==> src/rtl/decode_source_arbiter.sv <==
// decode_source_arbiter
// Shares one packet decode FSM between the UART word assembler (src0) and the
// FT245/USB word assembler (src1). A source wins the decoder by presenting
// START_OF_PACKET and keeps it until the decoder reports the packet done, the
// owner resyncs, or the owner goes quiet for TIMEOUT_CYCLES cycles. In the
// timeout case a RESYNC word is injected so the decoder cannot stall.
// TIMEOUT_CYCLES must fit in TIMEOUT_W bits.
// Optional feature macro: DECODE_ARB_DROP_COUNT_EN enables the saturating
// dropped-word counter on o_drop_count. When it is undefined the port reads 0.
module decode_source_arbiter #(
   parameter int TIMEOUT_W      = 24,
   parameter int TIMEOUT_CYCLES = 1000000
) (
   input  logic        i_clk,
   input  logic        i_reset,
   input  logic        i_src0_word_valid,
   input  logic [31:0] i_src0_word_data,
   input  logic        i_src1_word_valid,
   input  logic [31:0] i_src1_word_data,
   input  logic        i_packet_fully_decoded,
   output logic        o_word_cmd,
   output logic [31:0] o_word_data,
   output logic [1:0]  o_grant,
   output logic        o_timeout,
   output logic [15:0] o_drop_count
);

   localparam logic [31:0] RESYNC = 32'h1EDC6F41;
   localparam logic [31:0] SOP    = 32'h741B8CD7;
   localparam logic [TIMEOUT_W-1:0] TIMEOUT_LAST = TIMEOUT_W'(TIMEOUT_CYCLES - 1);

   typedef enum logic [1:0] {sIDLE, sLOCK, sFLUSH} state_t;

   state_t               state, state_n;
   logic                 owner, owner_n;
   logic                 rr_ptr, rr_n;
   logic [2:0]           fwd_cnt, fwd_n;
   logic [TIMEOUT_W-1:0] tmo_cnt, tmo_n;
   logic                 word_cmd_n;
   logic [31:0]          word_data_n;
   logic [1:0]           grant_n;
   logic                 timeout_n;

   logic                 sop0, sop1, res0, res1;
   logic                 sop_win;
   logic                 owner_valid;
   logic [31:0]          owner_data;
   logic                 done_ok;

   assign sop0 = i_src0_word_valid && (i_src0_word_data == SOP);
   assign sop1 = i_src1_word_valid && (i_src1_word_data == SOP);
   assign res0 = i_src0_word_valid && (i_src0_word_data == RESYNC);
   assign res1 = i_src1_word_valid && (i_src1_word_data == RESYNC);

   // On a tie the source that did not own the last packet wins
   assign sop_win     = (sop0 && sop1) ? ~rr_ptr : sop1;
   assign owner_valid = owner ? i_src1_word_valid : i_src0_word_valid;
   assign owner_data  = owner ? i_src1_word_data  : i_src0_word_data;
   // The done level is only believed once a full packet header has passed
   assign done_ok     = i_packet_fully_decoded && (fwd_cnt == 3'd4);

   // State, arbitration bookkeeping and registered decoder-facing outputs
   always_ff @(posedge i_clk or posedge i_reset) begin
      if (i_reset) begin
         state       <= sIDLE;
         owner       <= 1'b0;
         rr_ptr      <= 1'b1;
         fwd_cnt     <= 3'd0;
         tmo_cnt     <= '0;
         o_word_cmd  <= 1'b0;
         o_word_data <= 32'd0;
         o_grant     <= 2'b00;
         o_timeout   <= 1'b0;
      end else begin
         state       <= state_n;
         owner       <= owner_n;
         rr_ptr      <= rr_n;
         fwd_cnt     <= fwd_n;
         tmo_cnt     <= tmo_n;
         o_word_cmd  <= word_cmd_n;
         o_word_data <= word_data_n;
         o_grant     <= grant_n;
         o_timeout   <= timeout_n;
      end
   end

   // Next-state decode: who owns the decoder and which word goes to it
   always_comb begin
      state_n     = state;
      owner_n     = owner;
      rr_n        = rr_ptr;
      fwd_n       = fwd_cnt;
      tmo_n       = tmo_cnt;
      word_cmd_n  = 1'b0;
      word_data_n = 32'd0;
      grant_n     = o_grant;
      timeout_n   = 1'b0;
      case (state)
         sIDLE: begin
            if (sop0 || sop1) begin
               state_n     = sLOCK;
               owner_n     = sop_win;
               grant_n     = sop_win ? 2'b10 : 2'b01;
               fwd_n       = 3'd1;
               tmo_n       = '0;
               word_cmd_n  = 1'b1;
               word_data_n = SOP;
            end else if (res0 || res1) begin
               word_cmd_n  = 1'b1;
               word_data_n = RESYNC;
            end
         end
         sLOCK: begin
            if (owner_valid) begin
               word_cmd_n  = 1'b1;
               word_data_n = owner_data;
               fwd_n       = (fwd_cnt == 3'd4) ? 3'd4 : fwd_cnt + 3'd1;
               tmo_n       = '0;
               if (owner_data == RESYNC) begin
                  state_n = sIDLE;
                  grant_n = 2'b00;
               end else if (done_ok) begin
                  state_n = sIDLE;
                  grant_n = 2'b00;
                  rr_n    = owner;
               end
            end else if (done_ok) begin
               state_n = sIDLE;
               grant_n = 2'b00;
               rr_n    = owner;
            end else if (tmo_cnt == TIMEOUT_LAST) begin
               state_n     = sFLUSH;
               grant_n     = 2'b00;
               word_cmd_n  = 1'b1;
               word_data_n = RESYNC;
               timeout_n   = 1'b1;
            end else begin
               tmo_n = tmo_cnt + TIMEOUT_W'(1);
            end
         end
         sFLUSH: begin
            state_n = sIDLE;
            grant_n = 2'b00;
            rr_n    = owner;
         end
         default: begin
            state_n = sIDLE;
            grant_n = 2'b00;
         end
      endcase
   end

`ifdef DECODE_ARB_DROP_COUNT_EN
   logic        other_valid;
   logic [1:0]  drop_inc;
   logic [16:0] drop_sum;
   logic [15:0] drop_cnt;

   assign other_valid = owner ? i_src0_word_valid : i_src1_word_valid;

   // Number of words discarded this cycle (0, 1 or 2)
   always_comb begin
      drop_inc = 2'd0;
      case (state)
         sIDLE: begin
            if (sop0 || sop1)
               drop_inc = {1'b0, sop_win ? i_src0_word_valid : i_src1_word_valid};
            else if (res0 || res1)
               drop_inc = {1'b0, i_src0_word_valid && !res0} + {1'b0, i_src1_word_valid && !res1};
            else
               drop_inc = {1'b0, i_src0_word_valid} + {1'b0, i_src1_word_valid};
         end
         sLOCK:   drop_inc = {1'b0, other_valid};
         sFLUSH:  drop_inc = {1'b0, i_src0_word_valid} + {1'b0, i_src1_word_valid};
         default: drop_inc = 2'd0;
      endcase
   end

   assign drop_sum = {1'b0, drop_cnt} + {15'd0, drop_inc};

   // Saturating drop counter, cleared only by reset
   always_ff @(posedge i_clk or posedge i_reset) begin
      if (i_reset)
         drop_cnt <= 16'd0;
      else
         drop_cnt <= drop_sum[16] ? 16'hFFFF : drop_sum[15:0];
   end

   assign o_drop_count = drop_cnt;
`else
   assign o_drop_count = 16'd0;
`endif

endmodule
==> config.mk <==
export PLATFORM = sky130hd
export DESIGN_NAME = decode_source_arbiter
export DESIGN_NICKNAME = d
export VERILOG_FILES = /design/src/rtl/decode_source_arbiter.sv
export SDC_FILE = /design/constraint.sdc
export NUM_CORES = 1
export LEC_CHECK = 0
export ABC_AREA = 0
export BUFFER_PORTS_ARGS = -buffer_cell sky130_fd_sc_hd__clkbuf_2
export CAP_MARGIN = 20
export CELL_PAD_IN_SITES_DETAIL_PLACEMENT = 0
export CELL_PAD_IN_SITES_GLOBAL_PLACEMENT = 2
export CORE_AREA = 2 2 101 143
export CTS_BUF_LIST = sky130_fd_sc_hd__clkbuf_8
export DETAILED_ROUTE_END_ITERATION = 8
export DIE_AREA = 0 0 103 145
export PLACE_DENSITY = 0.78
export SETUP_SLACK_MARGIN = 0.5
export SYNTH_ARGS = -nofsm -noshare
export SYNTH_HDL_FRONTEND = slang
export SYNTH_SLANG_ARGS = --single-unit
==> constraint.sdc <==
create_clock -name i_clk -period 3.8 [get_ports i_clk]
set_clock_uncertainty 0.1 [all_clocks]
set_input_delay 0 -clock i_clk [delete_from_list [all_inputs] [get_ports i_clk]]
set_output_delay 0 -clock i_clk [all_outputs]
set_load 0.1 [all_outputs]
Word-level counts from Yosys, hierarchy flattened. Cells that the tools add are included.

Muxes and demuxes: 43. Bitwise operators: 1. Reduce and logical (&&, ||, !) cells: 16. Eq/ne operators: 16. Add/subtract/negate cells: 2.

Operators with widths (number): 32-bit by 29-bit equality test with 1-bit output (second input constant) (3); 24-bit 2-to-1 mux (4); 29-bit 2-to-1 mux (3); 32-bit by 31-bit equality test with 1-bit output (second input constant) (2); 32-bit 2-to-1 mux (2); 32-bit one-hot mux with 2 select lines (1); 24-bit one-hot mux with 2 select lines (1); 31-bit 2-to-1 mux (1); 24-bit by 1-bit adder with 24-bit output (second input constant) (1); 24-bit by 20-bit equality test with 1-bit output (second input constant) (1); 2-bit 2-to-1 mux (11); 1-bit 2-to-1 mux (12); 3-bit 2-to-1 mux (3); 3-bit != test (second input constant) (3); 4-bit != test (second input constant) (2); 2-bit one-hot mux with 2 select lines (2); 1-bit logical AND (6); 3-bit one-hot mux with 2 select lines (1); 3-bit AND reduction (2); 2-bit != test (second input constant) (2); 1-bit one-hot mux with 2 select lines (2); 2-bit AND reduction (2); 4-bit AND reduction (1); 2-bit nonzero test (2); 7 further kinds (8).

Word-level logic and storage cells: 87. Output and inout bits: 52. Bits in registers: 67.

Longest topological paths before layout. Gate-level depths: netlist of the first run.

Depth in word-level cells: 7. Mapped depth: 11. Gate-level depth less buffers: 8.

Worst setup path after synthesis of the first run. No wires, ideal clock.

Kind: register to register. Start: register tmo_cnt[0]. End: register tmo_cnt[10]. Arrival: 2.077 ns. Library setup time: 0.104 ns. Clock period less this slack: 2.280 ns. Required time: 3.596 ns. Cell stages (with the launch flop): 10. Slack: 1.520 ns. Cell sequence: dfrtp_1 > ha_1 > nand3_2 > or3_4 > nor4_4 > nor2_1 > o211ai_2 > buf_6 > nand2_1 > o311ai_1.

Word-level cells in the longest chain between the ends: 5. Elaborated cells between the ends (all ways): 8. Those cells by class: add/sub: 1; eq/ne: 2; mux: 4; reduce/logical: 1.

RTL lines: start: declaration (RTL line 38) `logic [TIMEOUT_W-1:0] tmo_cnt, tmo_n;`; start signal: assignment (RTL line 79) `tmo_cnt <= tmo_n;`; 24-bit by 1-bit adder with 24-bit output (RTL line 138) `tmo_n = tmo_cnt + TIMEOUT_W'(1);`; 24-bit 2-to-1 mux (RTL line 131) `end else if (tmo_cnt == TIMEOUT_LAST) begin`; 24-bit 2-to-1 mux (RTL line 127) `end else if (done_ok) begin`; 24-bit 2-to-1 mux (RTL line 114) `if (owner_valid) begin`; 24-bit one-hot mux with 2 select lines (RTL line 98) `case (state)`.

Several ways; a longest one is shown, not always the timed one. The select of a mux whose other input is x is not followed. A chain may end at the register's enable or synchronous reset.

Final worst setup path of the first run.
Start: register owner. End: register tmo_cnt[23].

Word-level cells in the longest chain between the ends: 3. Elaborated cells between the ends (all ways): 6. Those cells by class: eq/ne: 2; mux: 3; reduce/logical: 1.

RTL lines: start: declaration (RTL line 35) `logic owner, owner_n;`; start signal: assignment (RTL line 76) `owner <= owner_n;`; 1-bit 2-to-1 mux (*) (RTL line 57) `assign owner_valid = owner ? i_src1_word_valid : i_src0_word_valid;`; 3-bit != test (no line) / 24-bit 2-to-1 mux (equally long branches); 4-bit AND reduction (no line) / 24-bit one-hot mux with 2 select lines (equally long branches).

Mark *: on every way between the ends. The rest lies on a longest branch, timed or not.

==> results.json, run 1 <==
{
  "post_drt_via_cell_ratio": 5.09,
  "critPathTopFamily": "simple AND/OR/NAND/NOR gates",
  "drv_slew": 0,
  "ys_seq_area_frac": 0.416,
  "clock_latency_ns": 0.36,
  "worst_ep_arrival_time_ns": 3.11,
  "cts_setup_buffers": 0,
  "netlist_instances": 437,
  "crit_path_frequent_cell": "buf_4",
  "layout-drive-gt1-share": 0.252,
  "fin_area_um2": 5350,
  "hpwl_mm": 10.0,
  "antenna_found_initial": 0,
  "synth_edf_count": 0,
  "final_common_cell": "clkbuf_2",
  "syn_area_um2": 4030,
  "cp_max_fo": 22,
  "finalWirelength_mm": 13.2,
  "status": "finished clean",
  "fp.dieW_um": 103,
  "ir_worst_vdd_v": 0.000227,
  "tightest_slew_ns": 0.838,
  "drtIter0Drc": 143,
  "slew_headroom": 0.439,
  "area_growth_pct": 32.7,
  "ant_nets": 0,
  "max_stage_delay_ns": 0.59,
  "period_minus_slack_ns": 2.92,
  "rsz0062_at_grt": "false",
  "grt_usage": 0.180,
  "yosysUniqueCellTypes": 68,
  "end_kind": "register",
  "setup_tns_ns": 0,
  "coreArea_um2": 13700,
  "avgSynthCellArea_um2": 9.23,
  "grt_pass1_vias": 3985,
  "synth_warnings": 0,
  "gp_congestion": 0.915,
  "io_buffers": 104,
  "num_rows": 51,
  "placed_cell_area_um2": 4650,
  "dr_total_vias": 3949,
  "slowest_stage": "dfrtp_2",
  "cts_sinks": 67,
  "synthArstFlopShare": 1.00,
  "htreeDepth": 3,
  "fp.dieH_um": 145,
  "setup_ws_ns": 0.876,
  "finalNetCount": 661,
  "drc_errors": 0,
  "dr.pass1.iters": 4,
  "synth-seq-cells": 67,
  "nFillCells": 1435,
  "hp-class": "in -> reg",
  "io-pin-count": 121,
  "synth_flop_cell": "dfrtp_1",
  "max_freq_mhz": 342,
  "clockBufferDepth": 2,
  "final_cell_mix": "clkbuf_2, dfrtp_1, dlygate4sd3_1, nand2_1, o21ai_0",
  "start_util": 0.295,
  "ctsRootBufferMaster": "clkbuf_8",
  "critPathKind": "reg -> reg",
  "cp-start-kind": "register",
  "cap_viol_max_count": 0,
  "crit_required_ns": 3.98,
  "p_leak_nw": 2.38,
  "grt_start_max_net_pins": 51,
  "hold_viol": 0,
  "critical_path_buf_inv_count": 2,
  "die_area_um2": 14900,
  "grt_pass1_wl_mm": 20.8,
  "cts_tree": "built",
  "fin_hold_ws_ns": 0.00513,
  "setup_viol": 0,
  "crit_chain": "mux2i_4 > buf_4 > and2_1 > buf_4 > nand2_2 > nor2_2 > nand2_4 > or4_1 > nand3_1",
  "dp_slack_ns": 0.889,
  "gr-total-overflow": 0,
  "p_per_area_nw_per_um2": 289,
  "num_antenna_cells": 0,
  "wl_per_cell_um": 17.1,
  "post-route-period-util": 0.769,
  "cts_buffers": 9,
  "clk_pin_slew_ns": 0.09
}
synthesized netlist by cell type (all sizes together) (2+ instances only):
library cell	n	share of area
dfrtp	66	0.41
o21ai	51	0.065
nand2	48	0.048
buf	26	0.047
nor2	25	0.025
nand3	23	0.031
a211oi	18	0.034
nor2b	17	0.026
mux2i	16	0.043
nor3	13	0.019
clkbuf	10	0.0093
inv	10	0.0093
nand4	10	0.016
a31oi	8	0.012
and3	8	0.012
nor4b	8	0.017
ha	6	0.019
nor4	6	0.015
o311ai	6	0.013
a21oi	5	0.0062
o211ai	5	0.012
nor3b	4	0.0074
o31ai	4	0.0074
or3b	4	0.0087
or4	4	0.0084
nand4b	3	0.0065
a22o	2	0.0043
a32o	2	0.0050
a41oi	2	0.0043
and2	2	0.0031
mux2	2	0.0056
nand2b	2	0.0031
nor4bb	2	0.0050
o22a	2	0.0043
o31a	2	0.0047
layer usage:
| layer | share of wire | track usage | vias up |
|---|---|---|---|
| met4 | 0.026 | 0.0546 | 0 |
| met3 | 0.053 | 0.0414 | 22 |
| met5 | 0 | 0 | - |
| li1 | - | - | 1899 |
| met2 | 0.53 | 0.326 | 126 |
| met1 | 0.39 | 0.203 | 1902 |
worst reg2reg max path, cell delays in order (launching register included):
cell     delay (ns)
dfrtp_2        0.59
mux2i_4        0.28
buf_4          0.28
and2_1         0.16
buf_4          0.22
nand2_2        0.11
nor2_2         0.30
nand2_4        0.19
or4_1          0.53
nand3_1        0.09
registers in the layout, summed over array words and instances, names as in the netlist:
name,cells
tmo_cnt,24
o_timeout,1
fwd_cnt,3
owner,1
o_word_data,32
rr_ptr,1
state,2
o_word_cmd,1
o_grant,2
power breakdown:
| group | internal, mW | switching [mW] | total, mW | leakage, nW |
|---|---|---|---|---|
| logic | 0.0802 | 0.146 | 0.226 | 1.37 |
| registers | 0.712 | 0.0000000227 | 0.712 | 0.926 |
| clock network | 0.300 | 0.309 | 0.609 | 0.0926 |
through the flow:
stage / util / total power, mW / cells
detailed placement: 0.340 / 0.912 / 709
global route: 0.392 / 1.61 / 776
global placement: 0.340 / 0.913 / 709
floorplan: - / 0.851 / 452
CTS: 0.392 / 1.56 / 776
finish: 0.392 / 1.55 / 776
final timing paths:
check | cells after the start | start | slack (ns) | end
max | 9 | owner | 0.88 | tmo_cnt[23]
min in group asynchronous | 3 | i_reset | 0.04 | o_word_data[22]
min reg2reg | 1 | tmo_cnt[16] | 0.41 | tmo_cnt[16]
min | 4 | i_src0_word_data[11] | 0.005 | o_word_data[11]
max reg2reg | 9 | owner | 0.88 | tmo_cnt[23]
max in group asynchronous | 4 | i_reset | 2.54 | owner
kinds of logic (layout without fill, tap and decap cells):
family	count (synthesis)	in the layout	share of synthesized area
multiplexers	18	18	0.0484
buffers and inverters	46	185	0.0652
adder cells (fa/ha/maj)	6	6	0.0186
flip-flops	67	67	0.416
AO/OA/AOI/OAI	115	115	0.189
other	1	16	0.000930
AND/OR/NAND/NOR	184	184	0.262
layout make-up:
type                    count  area [um^2]  area share
repair buffers            159         1060       0.198
clock buffers               9          124      0.0232
multi-input cells         339         2150       0.401
clock inverters             7         70.1      0.0131
well taps                 185          231      0.0433
inverters                  10         37.5     0.00702
flip-flops and latches     67         1680       0.314
timing repair:
item,CTS,global route
hold buffers,51,0
endpoints found under the hold margin,49,0
resized for setup,0,0
Note: power is estimated with default switching activity, not from simulation.
==> inputs of run 2 (changes only) <==
--- a/config.mk
+++ b/config.mk
@@ -5,16 +5,16 @@
 export SDC_FILE = /design/constraint.sdc
 export NUM_CORES = 1
 export LEC_CHECK = 0
-export ABC_AREA = 0
+export ABC_AREA = 1
 export BUFFER_PORTS_ARGS = -buffer_cell sky130_fd_sc_hd__clkbuf_2
 export CAP_MARGIN = 20
 export CELL_PAD_IN_SITES_DETAIL_PLACEMENT = 0
 export CELL_PAD_IN_SITES_GLOBAL_PLACEMENT = 2
-export CORE_AREA = 2 2 101 143
+export CORE_AREA = 2 2 118 166
 export CTS_BUF_LIST = sky130_fd_sc_hd__clkbuf_8
 export DETAILED_ROUTE_END_ITERATION = 8
-export DIE_AREA = 0 0 103 145
-export PLACE_DENSITY = 0.78
+export DIE_AREA = 0 0 120 168
+export PLACE_DENSITY = 0.76
 export SETUP_SLACK_MARGIN = 0.5
 export SYNTH_ARGS = -nofsm -noshare
 export SYNTH_HDL_FRONTEND = slang
==> constraint.sdc (replaced) <==
create_clock -name i_clk -period 2.66 [get_ports i_clk]
set_clock_uncertainty 0.1 [all_clocks]
set_input_delay 0 -clock i_clk [delete_from_list [all_inputs] [get_ports i_clk]]
set_output_delay 0 -clock i_clk [all_outputs]
set_load 0.1 [all_outputs]
==> results.json, run 2 <==
{
  "status": "finished clean",
  "layout-drive-gt1-share": 0.201,
  "hp-class": "in -> reg",
  "fin_hold_ws_ns": 0.00279,
  "synth_warnings": 0,
  "finalWirelength_mm": 17.0,
  "drtIter0Drc": 262,
  "globalRoute.busiestLayer": "met2",
  "synth_flop_cell": "dfrtp_1",
  "coreArea_um2": 18800,
  "met1_usage": 0.190,
  "met3_usage": 0.0200,
  "num_antenna_cells": 0,
  "area_growth_pct": 27.5,
  "crit_path_frequent_cell": "nand2_1",
  "synth_commonest_cells": "nand2_1, nor2_1, inv_1, dfrtp_1, nand3_1",
  "setup_viol": 0,
  "clockBufferDepth": 2,
  "die_area_um2": 20200,
  "cts_sinks": 67,
  "cp-start-kind": "register",
  "end_kind": "register",
  "regMostFlops": "o_word_data",
  "synthArstFlopShare": 1.00,
  "reg2reg_to": "tmo_cnt[0]",
  "endpoint": "tmo_cnt[0]",
  "grt_start_max_net_pins": 68,
  "slowest_stage": "dfrtp_2",
  "nFillCells": 2168,
  "fp.dieW_um": 120,
  "htreeDepth": 3,
  "gr-total-overflow": 0,
  "grt_usage": 0.167,
  "slew_headroom": 0.627,
  "antenna_found_initial": 0,
  "num_rows": 60,
  "wl_per_cell_um": 15.4,
  "synth.area.top_cells": "dfrtp_1, nand2_1, nor2_1",
  "use_met2": 0.313,
  "r2r_slack_ns": 0.63,
  "cp_max_fo": 12,
  "tightest_slew_ns": 0.562,
  "yosysUniqueCellTypes": 35,
  "clk_pin_slew_ns": 0.07,
  "ys_seq_area_frac": 0.352,
  "period_minus_slack_ns": 2.03,
  "ant_nets": 0,
  "gp_congestion": 0.829,
  "cts_buffers": 9,
  "avgSynthCellArea_um2": 6.62,
  "dr.pass1.iters": 4,
  "critPathKind": "reg -> reg",
  "crit_chain": "ha_1 > nand3_2 > nor2_4 > nand2_1 > nand3b_4 > nand2_1 > nand2_1 > nand3_2 > buf_6 > o21ai_2",
  "io_buffers": 104,
  "rsz0062_at_grt": "true",
  "p_per_area_nw_per_um2": 399,
  "grt_pass1_vias": 5064,
  "io-pin-count": 121,
  "max_freq_mhz": 492,
  "clock_latency_ns": 0.36,
  "yosysTopAreaCellShare": 0.347,
  "synth_edf_count": 0,
  "post-route-period-util": 0.765,
  "start_util": 0.253,
  "p_total_mw": 2.42,
  "worst-r2r-cell-count": 10,
  "setup_tns_ns": 0,
  "final_common_cell": "nand2_1",
  "final_cell_mix": "nand2_1, clkbuf_2, nor2_1, inv_1, dfrtp_1",
  "drc_errors": 0,
  "fp.dieH_um": 168,
  "post_drt_via_cell_ratio": 4.52,
  "largest_reg_flops": 32,
  "grt_pass1_wl_mm": 26.1,
  "hpwl_mm": 13.4,
  "crit_required_ns": 2.80,
  "synth_top_area_cell": "dfrtp_1",
  "p_leak_nw": 3.04,
  "max_stage_delay_ns": 0.41,
  "top_regs": "o_word_data x32, tmo_cnt x24, fwd_cnt x3",
  "cap_viol_max_count": 0,
  "drv_slew": 0,
  "dr_total_vias": 4989,
  "finalNetCount": 926,
  "ir_worst_vdd_v": 0.000161,
  "cts_tree": "built",
  "hold_viol": 0,
  "netlist_instances": 720,
  "yosysMostFrequentCell": "nand2_1",
  "reg2reg_from": "tmo_cnt[0]",
  "ctsRootBufferMaster": "clkbuf_8",
  "synth-seq-cells": 67,
  "syn_area_um2": 4760,
  "cp-startpoint": "tmo_cnt[0]",
  "worst_ep_arrival_time_ns": 2.17
}
[run 2: changes by cell type in the layout (fill, tap and decap cells not counted), moves of 15 or more]
cell	change
a211oi_1	-18
dlygate4sd3_1	-27
inv_1	+57
mux2i_1	-15
nand2_1	+209
nand3_1	+27
nand4_1	+24
nor2_1	+68
nor2b_1	-17
o21ai_2	+16
[run 2: layer usage]
metal  up-vias  routed length, um
met3        18                453
met2       108               9100
li1       2545                  -
met4         0                383
met1      2318               7030
met5         -                  0
[run 2: per-stage QoR]
| stage | setup WS, ns | instance area [um^2] | std cells | utilization |
|---|---|---|---|---|
| after global placement | 0.472 | 5470 | 1058 | 0.290 |
| after global routing | 0.471 | 6070 | 1104 | 0.322 |
| after detailed placement | 0.460 | 5470 | 1058 | 0.290 |
| after floorplan | 0.863 | 4820 | 735 | - |
| after CTS | 0.540 | 5960 | 1099 | 0.316 |
| final | 0.626 | 6070 | 1104 | 0.322 |
[run 2: cell type report]
cell class / count / area, um^2 / share of cell area
Clock inverter: 6 / 87.6 / 0.0144
Multi-Input combinational cell: 561 / 2620 / 0.431
Clock buffer: 10 / 138 / 0.0227
Timing Repair Buffer: 141 / 962 / 0.158
Inverter: 71 / 278 / 0.0457
Tap cell: 248 / 310 / 0.0511
Sequential cell: 67 / 1680 / 0.277
[run 2: logic make-up after synthesis]
kind of cell / Yosys count / synth area share
AOI/OAI and AO/OA: 73 / 0.0951
xor gates and xnor gates: 4 / 0.00736
adders and majority gates: 6 / 0.0158
buffers and inverters: 107 / 0.111
DFF: 67 / 0.352
other: 1 / 0.000787
and+or+nand+nor: 462 / 0.418
[run 2: power by group]
part | switching [mW] | total [mW] | internal [mW]
Clock | 0.428 | 0.983 | 0.555
Sequential | 0.00438 | 1.03 | 1.03
Combinational | 0.307 | 0.408 | 0.101
Total | 0.739 | 2.42 | 1.68
[run 2: worst min path at each step]
stage                          from              end  slack [ns]  cells past startpoint
6_report        i_src0_word_data[0]   o_word_data[0]       0.003                      5
5_1_grt        i_src0_word_data[14]  o_word_data[14]        0.03                      5
4_1_cts        i_src0_word_data[31]  o_word_data[31]      0.0009                      5
3_5_place_dp                i_reset  o_word_data[13]       -0.01                      3
3_3_place_gp                i_reset  o_word_data[13]       -0.02                      3
2_1_floorplan  i_src0_word_data[24]  o_word_data[24]        0.08                      2
[run 2: critical path, delay by kind of cell, from the launching register on]
kind                     cells  cell delay (ns)
AO/OA/AOI/OAI                1             0.06
flip-flops                   1             0.41
buffers and inverters        1             0.24
AND/OR/NAND/NOR              7             0.91
adder cells (fa/ha/maj)      1             0.21
[run 2: what timing repair did]
action                                  in CTS  in global routing
endpoints found under the setup margin       5                 43
pin swaps                                    1                  0
gates cloned                                 0                  2
buffers inserted                             1                  3
gates resized for setup                      2                 12
hold buffers                                24                  0
endpoints found under the hold margin       79                  0
==> inputs of run 3 (changes only) <==
--- a/config.mk
+++ b/config.mk
@@ -10,11 +10,11 @@
 export CAP_MARGIN = 20
 export CELL_PAD_IN_SITES_DETAIL_PLACEMENT = 0
 export CELL_PAD_IN_SITES_GLOBAL_PLACEMENT = 2
-export CORE_AREA = 2 2 118 166
+export CORE_AREA = 2 2 112 157
 export CTS_BUF_LIST = sky130_fd_sc_hd__clkbuf_8
 export DETAILED_ROUTE_END_ITERATION = 8
-export DIE_AREA = 0 0 120 168
-export PLACE_DENSITY = 0.76
+export DIE_AREA = 0 0 114 159
+export PLACE_DENSITY = 0.81
 export SETUP_SLACK_MARGIN = 0.5
 export SYNTH_ARGS = -nofsm -noshare
 export SYNTH_HDL_FRONTEND = slang
==> constraint.sdc (replaced) <==
create_clock -name i_clk -period 1.9 [get_ports i_clk]
set_clock_uncertainty 0.1 [all_clocks]
set_input_delay 0 -clock i_clk [delete_from_list [all_inputs] [get_ports i_clk]]
set_output_delay 0 -clock i_clk [all_outputs]
set_load 0.1 [all_outputs]
==> results.json, run 3 (synthesis results as in run 2) <==
{
  "htreeDepth": 3,
  "p_seq_frac": 0.432,
  "end_kind": "register",
  "io-pin-count": 121,
  "place_inst": 1072,
  "critPathKind": "reg -> reg",
  "final_common_cell": "nand2_1",
  "post-route-period-util": 1.02,
  "dr.pass1.iters": 5,
  "cap_viol_max_count": 0,
  "grt_pass1_vias": 5216,
  "worst_ep_arrival_time_ns": 2.08,
  "grt_usage": 0.190,
  "tightest_slew_ns": 0.554,
  "drc_errors": 0,
  "layout-drive-gt1-share": 0.300,
  "status": "complete, but fails checks",
  "post_drt_via_cell_ratio": 4.69,
  "p_leak_nw": 3.30,
  "area_growth_pct": 35.6,
  "setup_ws_ns": -0.0452,
  "clk_pin_slew_ns": 0.09,
  "top_regs": "o_word_data x32, tmo_cnt x24, fwd_cnt x3",
  "gp_congestion": 0.895,
  "p_per_area_nw_per_um2": 517,
  "rsz0062_at_grt": "true",
  "setup_tns_ns": -0.836,
  "ant_nets": 0,
  "cp-start-kind": "register",
  "die_area_um2": 18100,
  "ir_worst_vdd_v": 0.000270,
  "antenna_found_initial": 0,
  "dp_slack_ns": -0.138,
  "coreArea_um2": 16700,
  "hpwl_mm": 13.6,
  "clock_latency_ns": 0.36,
  "period_minus_slack_ns": 1.95,
  "power_frac_comb": 0.182,
  "drtIter0Drc": 268,
  "cts_buffers": 9,
  "nFillCells": 1848,
  "dr_total_vias": 5156,
  "grt_pass1_wl_mm": 27.0,
  "hold_depth": 4,
  "netSwitchingPower_mw": 1.06,
  "final_cell_mix": "nand2_1, clkbuf_2, nor2_1, inv_1",
  "regMostFlops": "o_word_data",
  "fin_hold_ws_ns": -0.0535,
  "ctsRootBufferMaster": "clkbuf_8",
  "cts_tree": "built",
  "finalNonFillerCells": 1099,
  "violations": "hold timing, setup timing",
  "swShare": 0.319,
  "cp_max_fo": 14,
  "slew_headroom": 0.630,
  "clockBufferDepth": 2,
  "grt_start_max_net_pins": 29,
  "num_antenna_cells": 0,
  "num_rows": 56,
  "hold_viol": 5,
  "crit_required_ns": 2.04,
  "p_int_mw": 2.27,
  "holdBufCountCts": 1,
  "start_util": 0.286,
  "largest_reg_flops": 32,
  "finalWirelength_mm": 17.1,
  "setup_viol": 37,
  "hp-class": "in -> reg",
  "finalNetCount": 966,
  "io_buffers": 104,
  "clkPwrFrac": 0.386,
  "fp.dieH_um": 159,
  "max_freq_mhz": 514,
  "wl_per_cell_um": 15.5,
  "gr-total-overflow": 0,
  "fp.dieW_um": 114,
  "cts_sinks": 67,
  "worst-r2r-cell-count": 9,
  "drv_slew": 0
}
==> run 3: cell types whose count changed in the layout (fill, tap and decap cells not counted), moves of 5 or more <==
cell / delta
o21ai_2: +16
dlygate4sd3_1: -23
nand3_1: -5
o21ai_0: -21
buf_4: +62
==> run 3: worst max-delay path, stage by stage (launching register included) <==
cell,delay (ns)
dfrtp_2,0.48
buf_16,0.18
buf_4,0.14
o21ai_4,0.19
nand2_1,0.11
clkinv_1,0.07
nand2_1,0.06
nand3_2,0.18
clkbuf_16,0.22
o21ai_0,0.08
==> run 3: per-layer routing <==
metal,GRT usage,part of all wire,up-vias
met3,0.0213,0.035,30
met4,0.0776,0.029,0
li1,-,-,2623
met5,0,0,-
met1,0.220,0.40,2345
met2,0.350,0.53,158
==> run 3: metrics by stage <==
stage | utilization | hold WS [ns] | power, mW | area [um^2]
finish | 0.387 | -0.0535 | 3.34 | 6460
global route | 0.387 | -0.0272 | 3.46 | 6460
floorplan | - | 0.0500 | 1.85 | 4850
global placement | 0.354 | -0.0281 | 2.06 | 5910
CTS | 0.383 | -0.0749 | 3.38 | 6390
detailed placement | 0.354 | -0.0166 | 2.06 | 5910
==> run 3: power groups by stage <==
stage | clock network (mW) | registers (mW) | logic, mW
3_3_place_gp | 0 | 1.47 | 0.590
2_1_floorplan | 0 | 1.55 | 0.298
5_1_grt | 1.36 | 1.44 | 0.657
4_1_cts | 1.33 | 1.44 | 0.608
3_5_place_dp | 0 | 1.47 | 0.589
6_report | 1.29 | 1.44 | 0.609
==> run 3: final timing paths <==
path | startpoint | endpoint | slack (ns)
max in group asynchronous | i_reset | tmo_cnt[22] | 0.95
worst min register to register | o_grant[0] | o_grant[0] | 0.39
worst min-delay path | i_src0_word_data[3] | o_word_data[3] | -0.05
worst max register to register | owner | tmo_cnt[13] | -0.05
worst max-delay path | owner | tmo_cnt[13] | -0.05
min in group asynchronous | i_reset | o_word_data[7] | 0.14
==> run 3: repair_timing <==
item / CTS / global route
buffers inserted: 4 / 3
endpoints found under the setup margin: 66 / 67
cloned: 2 / 1
resized for setup: 61 / 10
endpoints found under the hold margin: 56 / 2
pin swaps: 2 / 0
==> run 3: final cells by class <==
cell class | count | area (um^2) | area share
multi-input cells | 561 | 2790 | 0.432
flip-flops and latches | 67 | 1680 | 0.260
repair buffers | 181 | 1240 | 0.191
inverters | 71 | 287 | 0.0443
well taps | 203 | 254 | 0.0393
clock buffers | 11 | 151 | 0.0234
clock inverters | 5 | 61.3 | 0.00949
